===== config.mk =====
export PLATFORM = sky130hd
export DESIGN_NAME = fetch_pc_flat
export DESIGN_NICKNAME = d
export VERILOG_FILES = /design/src/rtl/fetch_pc_if.sv /design/src/rtl/fetch_pc.sv /design/src/flat_wrapper.sv
export SDC_FILE = /design/constraint.sdc
export NUM_CORES = 1
export LEC_CHECK = 0
export ABC_CLOCK_PERIOD_IN_PS = 7130
export CORE_ASPECT_RATIO = 1.4
export CORE_MARGIN = 8
export CORE_UTILIZATION = 48
export CTS_BUF_LIST = sky130_fd_sc_hd__clkbuf_4
export CTS_CLUSTER_SIZE = 28
export DETAILED_ROUTE_END_ITERATION = 8
export GPL_TIMING_DRIVEN = 0
export PLACE_DENSITY = 0.88
export REMOVE_ABC_BUFFERS = 1
export SYNTH_ARGS = -nofsm -noshare
export SYNTH_HDL_FRONTEND = slang
export SYNTH_SLANG_ARGS = --single-unit

===== constraint.sdc =====
create_clock -name clk -period 7.13 [get_ports clk]
set_input_delay 1.426 -clock clk [delete_from_list [all_inputs] [get_ports clk]]
set_output_delay 1.426 -clock clk [all_outputs]
set_load 0.02 [all_outputs]

===== src/rtl/fetch_pc_if.sv =====
// Fetch-side bus of fetch_pc: control inputs from the pipeline and the
// address/status outputs toward instruction memory and decode.
interface fetch_pc_if;
  logic        stall;
  logic        br_taken;
  logic [31:0] br_target;
  logic [31:0] Dir;
  logic [31:0] pc_plus4;
  logic [31:0] inst_pc;
  logic        inst_valid;
  logic        addr_err;
  logic [15:0] fetch_count;
  // FSM state for observation: 0 = FILL, 1 = RUN, 2 = REDIRECT
  logic [1:0]  fsm_state;

  modport master (
    output stall, br_taken, br_target,
    input  Dir, pc_plus4, inst_pc, inst_valid, addr_err, fetch_count, fsm_state
  );

  modport slave (
    input  stall, br_taken, br_target,
    output Dir, pc_plus4, inst_pc, inst_valid, addr_err, fetch_count, fsm_state
  );
endinterface


===== src/rtl/fetch_pc.sv =====
// Program counter for a memory with a one-cycle registered read. Tracks which
// address the word on Inst belongs to and whether it is on the correct path.
module fetch_pc #(
  parameter int unsigned MEM_BYTES = 80,
  parameter int unsigned RESET_PC  = 0
) (
  input logic        clk,
  input logic        rst,
  fetch_pc_if.slave  bus
);

  typedef enum logic [1:0] {
    FILL     = 2'd0,
    RUN      = 2'd1,
    REDIRECT = 2'd2
  } state_t;

  localparam logic [31:0] LAST_WORD  = 32'(MEM_BYTES) - 32'd4;
  localparam logic [31:0] RESET_ADDR = 32'(RESET_PC);

  state_t      state, state_nxt;
  logic [31:0] dir_q;
  logic [31:0] inst_pc_q;
  logic        valid_q;
  logic        err_q;
  logic [15:0] count_q;

  logic [31:0] seq_sum;
  logic [31:0] seq_pc;
  logic [31:0] tgt_aligned;
  logic        tgt_bad;
  logic        count_inc;

  always_comb begin
    seq_sum     = dir_q + 32'd4;
    seq_pc      = (seq_sum > LAST_WORD) ? 32'd0 : seq_sum;
    tgt_aligned = bus.br_target & ~32'd3;
    tgt_bad     = (tgt_aligned > LAST_WORD);
    // A delivered word is counted even if the same edge redirects.
    count_inc   = !bus.stall && valid_q && (count_q != 16'hFFFF);
  end

  always_ff @(posedge clk) begin
    if (rst) state <= FILL;
    else     state <= state_nxt;
  end

  always_comb begin
    state_nxt = state;
    if (bus.br_taken)    state_nxt = REDIRECT;
    else if (!bus.stall) state_nxt = RUN;
  end

  always_ff @(posedge clk) begin
    if (rst) begin
      dir_q     <= RESET_ADDR;
      inst_pc_q <= RESET_ADDR;
      valid_q   <= 1'b0;
      err_q     <= 1'b0;
      count_q   <= 16'd0;
    end else begin
      if (count_inc) count_q <= count_q + 16'd1;
      if (bus.br_taken) begin
        dir_q     <= tgt_bad ? 32'd0 : tgt_aligned;
        err_q     <= err_q | tgt_bad;
        inst_pc_q <= dir_q;
        valid_q   <= 1'b0;
      end else if (!bus.stall) begin
        dir_q     <= seq_pc;
        inst_pc_q <= dir_q;
        // Leaving FILL, memory has only just started reading: still a bubble.
        valid_q   <= (state != FILL);
      end
    end
  end

  assign bus.Dir         = dir_q;
  assign bus.pc_plus4    = seq_pc;
  assign bus.inst_pc     = inst_pc_q;
  assign bus.inst_valid  = valid_q;
  assign bus.addr_err    = err_q;
  assign bus.fetch_count = count_q;
  assign bus.fsm_state   = state;

endmodule


===== src/flat_wrapper.sv =====
// flat-port wrapper written by rule: the top's interface ports become plain ports
module fetch_pc_flat 
#(
  parameter int unsigned MEM_BYTES = 80,
  parameter int unsigned RESET_PC  = 0
)
  (clk, rst, bus_stall, bus_br_taken, bus_br_target, bus_Dir, bus_pc_plus4, bus_inst_pc, bus_inst_valid, bus_addr_err, bus_fetch_count, bus_fsm_state);
  fetch_pc_if bus_i ();
  input logic clk;
  input logic rst;
  input wire logic [$bits(bus_i.stall)-1:0] bus_stall;
  input wire logic [$bits(bus_i.br_taken)-1:0] bus_br_taken;
  input wire logic [$bits(bus_i.br_target)-1:0] bus_br_target;
  output wire logic [$bits(bus_i.Dir)-1:0] bus_Dir;
  output wire logic [$bits(bus_i.pc_plus4)-1:0] bus_pc_plus4;
  output wire logic [$bits(bus_i.inst_pc)-1:0] bus_inst_pc;
  output wire logic [$bits(bus_i.inst_valid)-1:0] bus_inst_valid;
  output wire logic [$bits(bus_i.addr_err)-1:0] bus_addr_err;
  output wire logic [$bits(bus_i.fetch_count)-1:0] bus_fetch_count;
  output wire logic [$bits(bus_i.fsm_state)-1:0] bus_fsm_state;
  assign bus_i.stall = bus_stall;
  assign bus_i.br_taken = bus_br_taken;
  assign bus_i.br_target = bus_br_target;
  assign bus_Dir = bus_i.Dir;
  assign bus_pc_plus4 = bus_i.pc_plus4;
  assign bus_inst_pc = bus_i.inst_pc;
  assign bus_inst_valid = bus_i.inst_valid;
  assign bus_addr_err = bus_i.addr_err;
  assign bus_fetch_count = bus_i.fetch_count;
  assign bus_fsm_state = bus_i.fsm_state;
  fetch_pc #(.MEM_BYTES(MEM_BYTES), .RESET_PC(RESET_PC)) u_core (.clk(clk), .rst(rst), .bus(bus_i));
endmodule

# Word-level counts from Yosys, hierarchy flattened
# Cells that the tools add are included.
op_classes:
  add_sub_neg: 2
  n_mul: 0
  div: 0
  n_lt_le_gt_ge: 2
  n_eq_ne: 2
  shifts: 0
  mux: 8
  bitwise: 1
  n_reduce_logical: 5
ops:
  columns: ["cell", "count"]
  rows:
  - ["32-bit two-way mux", 6]
  - ["32-bit by 7-bit > comparator with 1-bit output, second input constant", 2]
  - ["32-bit by 3-bit adder with 32-bit output, second input constant", 1]
  - ["16-bit by 1-bit adder with 16-bit output, second input constant", 1]
  - ["16-bit != test, second input constant", 1]
  - ["2-bit two-way mux", 2]
  - ["1-bit logical AND", 2]
  - ["2-bit by 1-bit != test with 1-bit output, second input constant", 1]
  - ["2-bit nonzero test", 1]
  - ["2-bit OR reduction", 1]
  - ["1-bit logical NOT", 1]
  - ["1-bit bitwise OR", 1]
totals:
  register_bits: 84
  latch_bits: 0
  ram_bits: 0
  mem_bits_ro: 0
  inputBits: 36
  wordCells: 27
  n_memories: 0

# Logic depth before layout (Yosys ltp)
depth:
  ltp_word: 5
  ltp_mapped: 10
  ltp_nobuf: 9

# Least setup slack after synthesis
# Ideal clock, no wire load.
synth_path:
  path_type: "reg2out"
  start: "register u_core.dir_q[6], in the netlist u_core.bus.Dir[6]"
  end: "output port bus_pc_plus4[6]"
  t_arrival_ns: 2.704
  required_ns: 5.704
  path_slack_ns: 3.000
  stages_incl_launch_ff: 10
  cell_sequence: "dfxtp_1 buf_2 nand4_1 or4_1 or4b_1 a32oi_1 nor4b_4 nand2_2 buf_6 nor2_1"
synth_via:
  elab_chain_len: 3
synth_lines:
  columns: ["item", "line_no", "text"]
  rows:
  - ["from (decl)", "fetch_pc.sv:22", "logic [31:0] dir_q;"]
  - ["from (signal assigned)", "fetch_pc.sv:64", "dir_q <= tgt_bad ? 32'd0 : tgt_aligned;"]
  - ["from (signal assigned)", "fetch_pc.sv:69", "dir_q <= seq_pc;"]
  - ["32-bit by 3-bit adder with 32-bit output *", "fetch_pc.sv:35", "seq_sum = dir_q + 32'd4;"]
  - ["32-bit by 7-bit > comparator with 1-bit output", "fetch_pc.sv:36", "seq_pc = (seq_sum > LAST_WORD) ? 32'd0 : seq_sum;"]
  - ["32-bit two-way mux *", "fetch_pc.sv:36", null]
  - ["to (decl)", "flat_wrapper.sv:15", "output wire logic [$bits(bus_i.pc_plus4)-1:0] bus_pc_plus4;"]
# Mark *: on every way between the ends. The rest lies on a longest branch, timed or not.

# Worst setup path in the final report
layout_path:
  start: "register u_core.dir_q[2], in the netlist u_core.bus.Dir[2]"
  end: "output port bus_pc_plus4[2]"
# Same word-level chain as after synthesis.

==> impl_metrics.toml <==
[hold_path]
hold_start = "u_core.bus.inst_pc[18]"
hold_class = "register to register"
whs_path_depth = 2
min_to = "u_core.bus.inst_pc[18]"

[clock_network]
clk_path_buf_depth = 2
cts_buffers = 9
cts_tree = "done"
cts_hold_buf = 0
cts_root_buffer = "clkbuf_4"
cts_sinks = 84
clk_latency_ns = 0.43
path_clk_slew_ns = 0.13
htree_levels = 3
cts_resized = 0
cts_setup_buffers = 0

[setup_path]
cp.arrival_ns = 4.27
cp_max_fo = 12
r2r_cells = 7
cp.required_ns = 5.70
timing.rr.start = "u_core.bus.Dir[2]"
crit-reg2reg-capture = "u_core.bus.Dir[3]"
rrSetupSlack_ns = 3.65
cp-end-kind = "output port"
worst_setup_path_start_kind = "register"
worst-setup-path-type = "register to output port"

[detailed_routing]
top_layer_used = "met4"
dr.pass1.iters = 4
detail-route-antenna-nets = 0
vias = 3660
drc_errors = 0
met3_wirelength_um = 887
routedWlPerCell_um = 16.0
wl_met2_um = 5630
wl_met1_um = 4110
routed_wl_um = 10800
vias_per_cell = 5.38
drtIter0Drc = 146

[power_and_ir_drop]
p_per_area_nw_per_um2 = 158
p_sw_uw = 192
clkPwrFrac_pct = 34.0
comb_power_share_pct = 8.0
max-vdd-ir-drop_mv = 0.146
swShare_pct = 23.5
seqPwrFrac_pct = 58.0
leakagePower_nw = 1.79
p_int_uw = 625

[timing]
setup_violations = 0
slew_headroom_pct = 16.5
fmax_ghz = 0.175
fin_crit_sh_pct = 79.9
skew_ns = 0.0176
tns_ns = 0
rsz0062_at_grt = "false"
worst_slew_pin_slew_ns = 1.25
finalHoldViolCount = 0
drv_slew = 0
min_period_ns = 5.70
whs_ns = 0.454

[finish]
fillCellCount = 670
fin_nets = 614
mostFrequentLayoutCells = "123 x clkdlybuf4s50_1, 84 x dfxtp_1, 82 x nand2_1"
area_growth_pct = 36.2
final_common_cell = "clkdlybuf4s50_1"
drive_gt1_share_pct = 5.00
diodes = 0

[flow_run]
max-cap-violations = 0

[logic_synthesis]
async_flop_share_pct = 0
avgSynthCellArea_um2 = 8.26
synth_edf_count = 0
yosysWarnings = 0
seq_area_frac_synth_pct = 44.3
syn_inst = 460
synthFlopType = "dfxtp_1"
synth.ff_latch_count = 84
syn-cell-area_um2 = 3800
ys_types = 53

[global_routing]
track_usage_pct = 19.5
first_global_vias = 3671
grt_pass1_wl_um = 17600
antenna_found_initial = 0
grt_overflow = 0
grt_max_degree = 36

[place]
gp_congestion = 0.839
io_buffers = 124
dp_hpwl_um = 8360

[floorplanning]
row_count = 38
die_h_um = 121
ios = 152
start_util_pct = 49.3
fp.dieW_um = 91.2
core-area_um2 = 7700
dieArea_um2 = 11100

[run_status]
status = "complete, no violations"
## synthesized netlist by cell type (4+ instances only)
cell type / count / area, µm²
o21ai_0: 10 / 50.1
and2_1: 24 / 150
xor2_1: 8 / 70.1
nor4_1: 11 / 68.8
xnor2_1: 13 / 114
inv_1: 4 / 15.0
nor2_1: 39 / 146
nand2_1: 82 / 308
nand3_1: 13 / 65.1
a21oi_1: 39 / 195
and3_1: 10 / 62.6
clkbuf_1: 15 / 56.3
buf_4: 25 / 188
a31oi_1: 4 / 25.0
nand4_1: 11 / 68.8
nor3_1: 12 / 60.1
dfxtp_1: 84 / 1680
and4_1: 4 / 35.0
## critical path, stage by stage, from the launching register on
cell	delay (ns)
dfxtp_1	0.56
nand4_1	0.49
or4_1	0.68
or4b_1	0.52
a32oi_1	0.19
nor4b_4	0.35
nand2_2	0.25
nor2_1	0.16
clkdlybuf4s50_1	0.63
## state kept, by name, summed over array words and instances, names as in the netlist
register,cells
u_core.bus.Dir,32
u_core.bus.addr_err,1
u_core.bus.fetch_count,16
u_core.bus.fsm_state,2
u_core.bus.inst_pc,32
u_core.bus.inst_valid,1
## power by group through the flow
stage               sequential (mW)  combinational (mW)  clock [mW]
detailed placement            0.484              0.0642           0
floorplan                     0.486              0.0233           0
global placement              0.484              0.0592           0
global route                  0.474              0.0697       0.301
finish                        0.474              0.0650       0.277
CTS                           0.474              0.0645       0.284
## cell type report
| cell class | count | area (µm²) | share of cell area (%) |
|---|---|---|---|
| clock buffers | 14 | 105 | 2.03 |
| multi-input cells | 349 | 1920 | 37.1 |
| well taps | 100 | 125 | 2.42 |
| inverters | 5 | 18.8 | 0.363 |
| flip-flops and latches | 84 | 1680 | 32.5 |
| clock inverters | 2 | 35.0 | 0.677 |
| repair buffers | 126 | 1290 | 25.0 |
## kinds of logic after synthesis
logic type	synth area share, %
buf+inv	7.77
mux	0.593
xor+xnor	4.84
flops	44.3
simple gates	28.4
fa+ha+maj	0.988
compound gates	13.1
other cells	0.0987
## per-layer routing
| layer | track usage (%) | vias up |
|---|---|---|
| met5 | 0 | - |
| met4 | 9.04 | 0 |
| met3 | 6.75 | 19 |
| met2 | 34.9 | 127 |
| met1 | 19.8 | 1728 |
| li1 | - | 1786 |
## how the worst max path moves through the flow
stage,from,end,slack [ns],cells after the start
after CTS,u_core.bus.Dir[2],bus_pc_plus4[2],1.39,8
final,u_core.bus.Dir[2],bus_pc_plus4[2],1.43,8
after global placement,u_core.bus.Dir[2],bus_pc_plus4[6],1.94,8
after floorplan,u_core.bus.Dir[2],bus_pc_plus4[6],2.73,7
after detailed placement,u_core.bus.Dir[2],bus_pc_plus4[2],1.94,8
after global routing,u_core.bus.Dir[2],bus_pc_plus4[3],1.11,8
## stage by stage
stage	power (mW)	setup slack, ns	cells	utilization [%]	instance area, µm²
final	0.816	1.43	680	67.2	5170
after global routing	0.846	1.11	680	67.2	5170
after CTS	0.822	1.39	680	67.2	5170
after detailed placement	0.548	1.94	664	65.3	5030
after floorplan	0.510	2.73	438	-	3610
after global placement	0.543	1.94	662	64.7	4980
(Power assumes the default switching activity.)
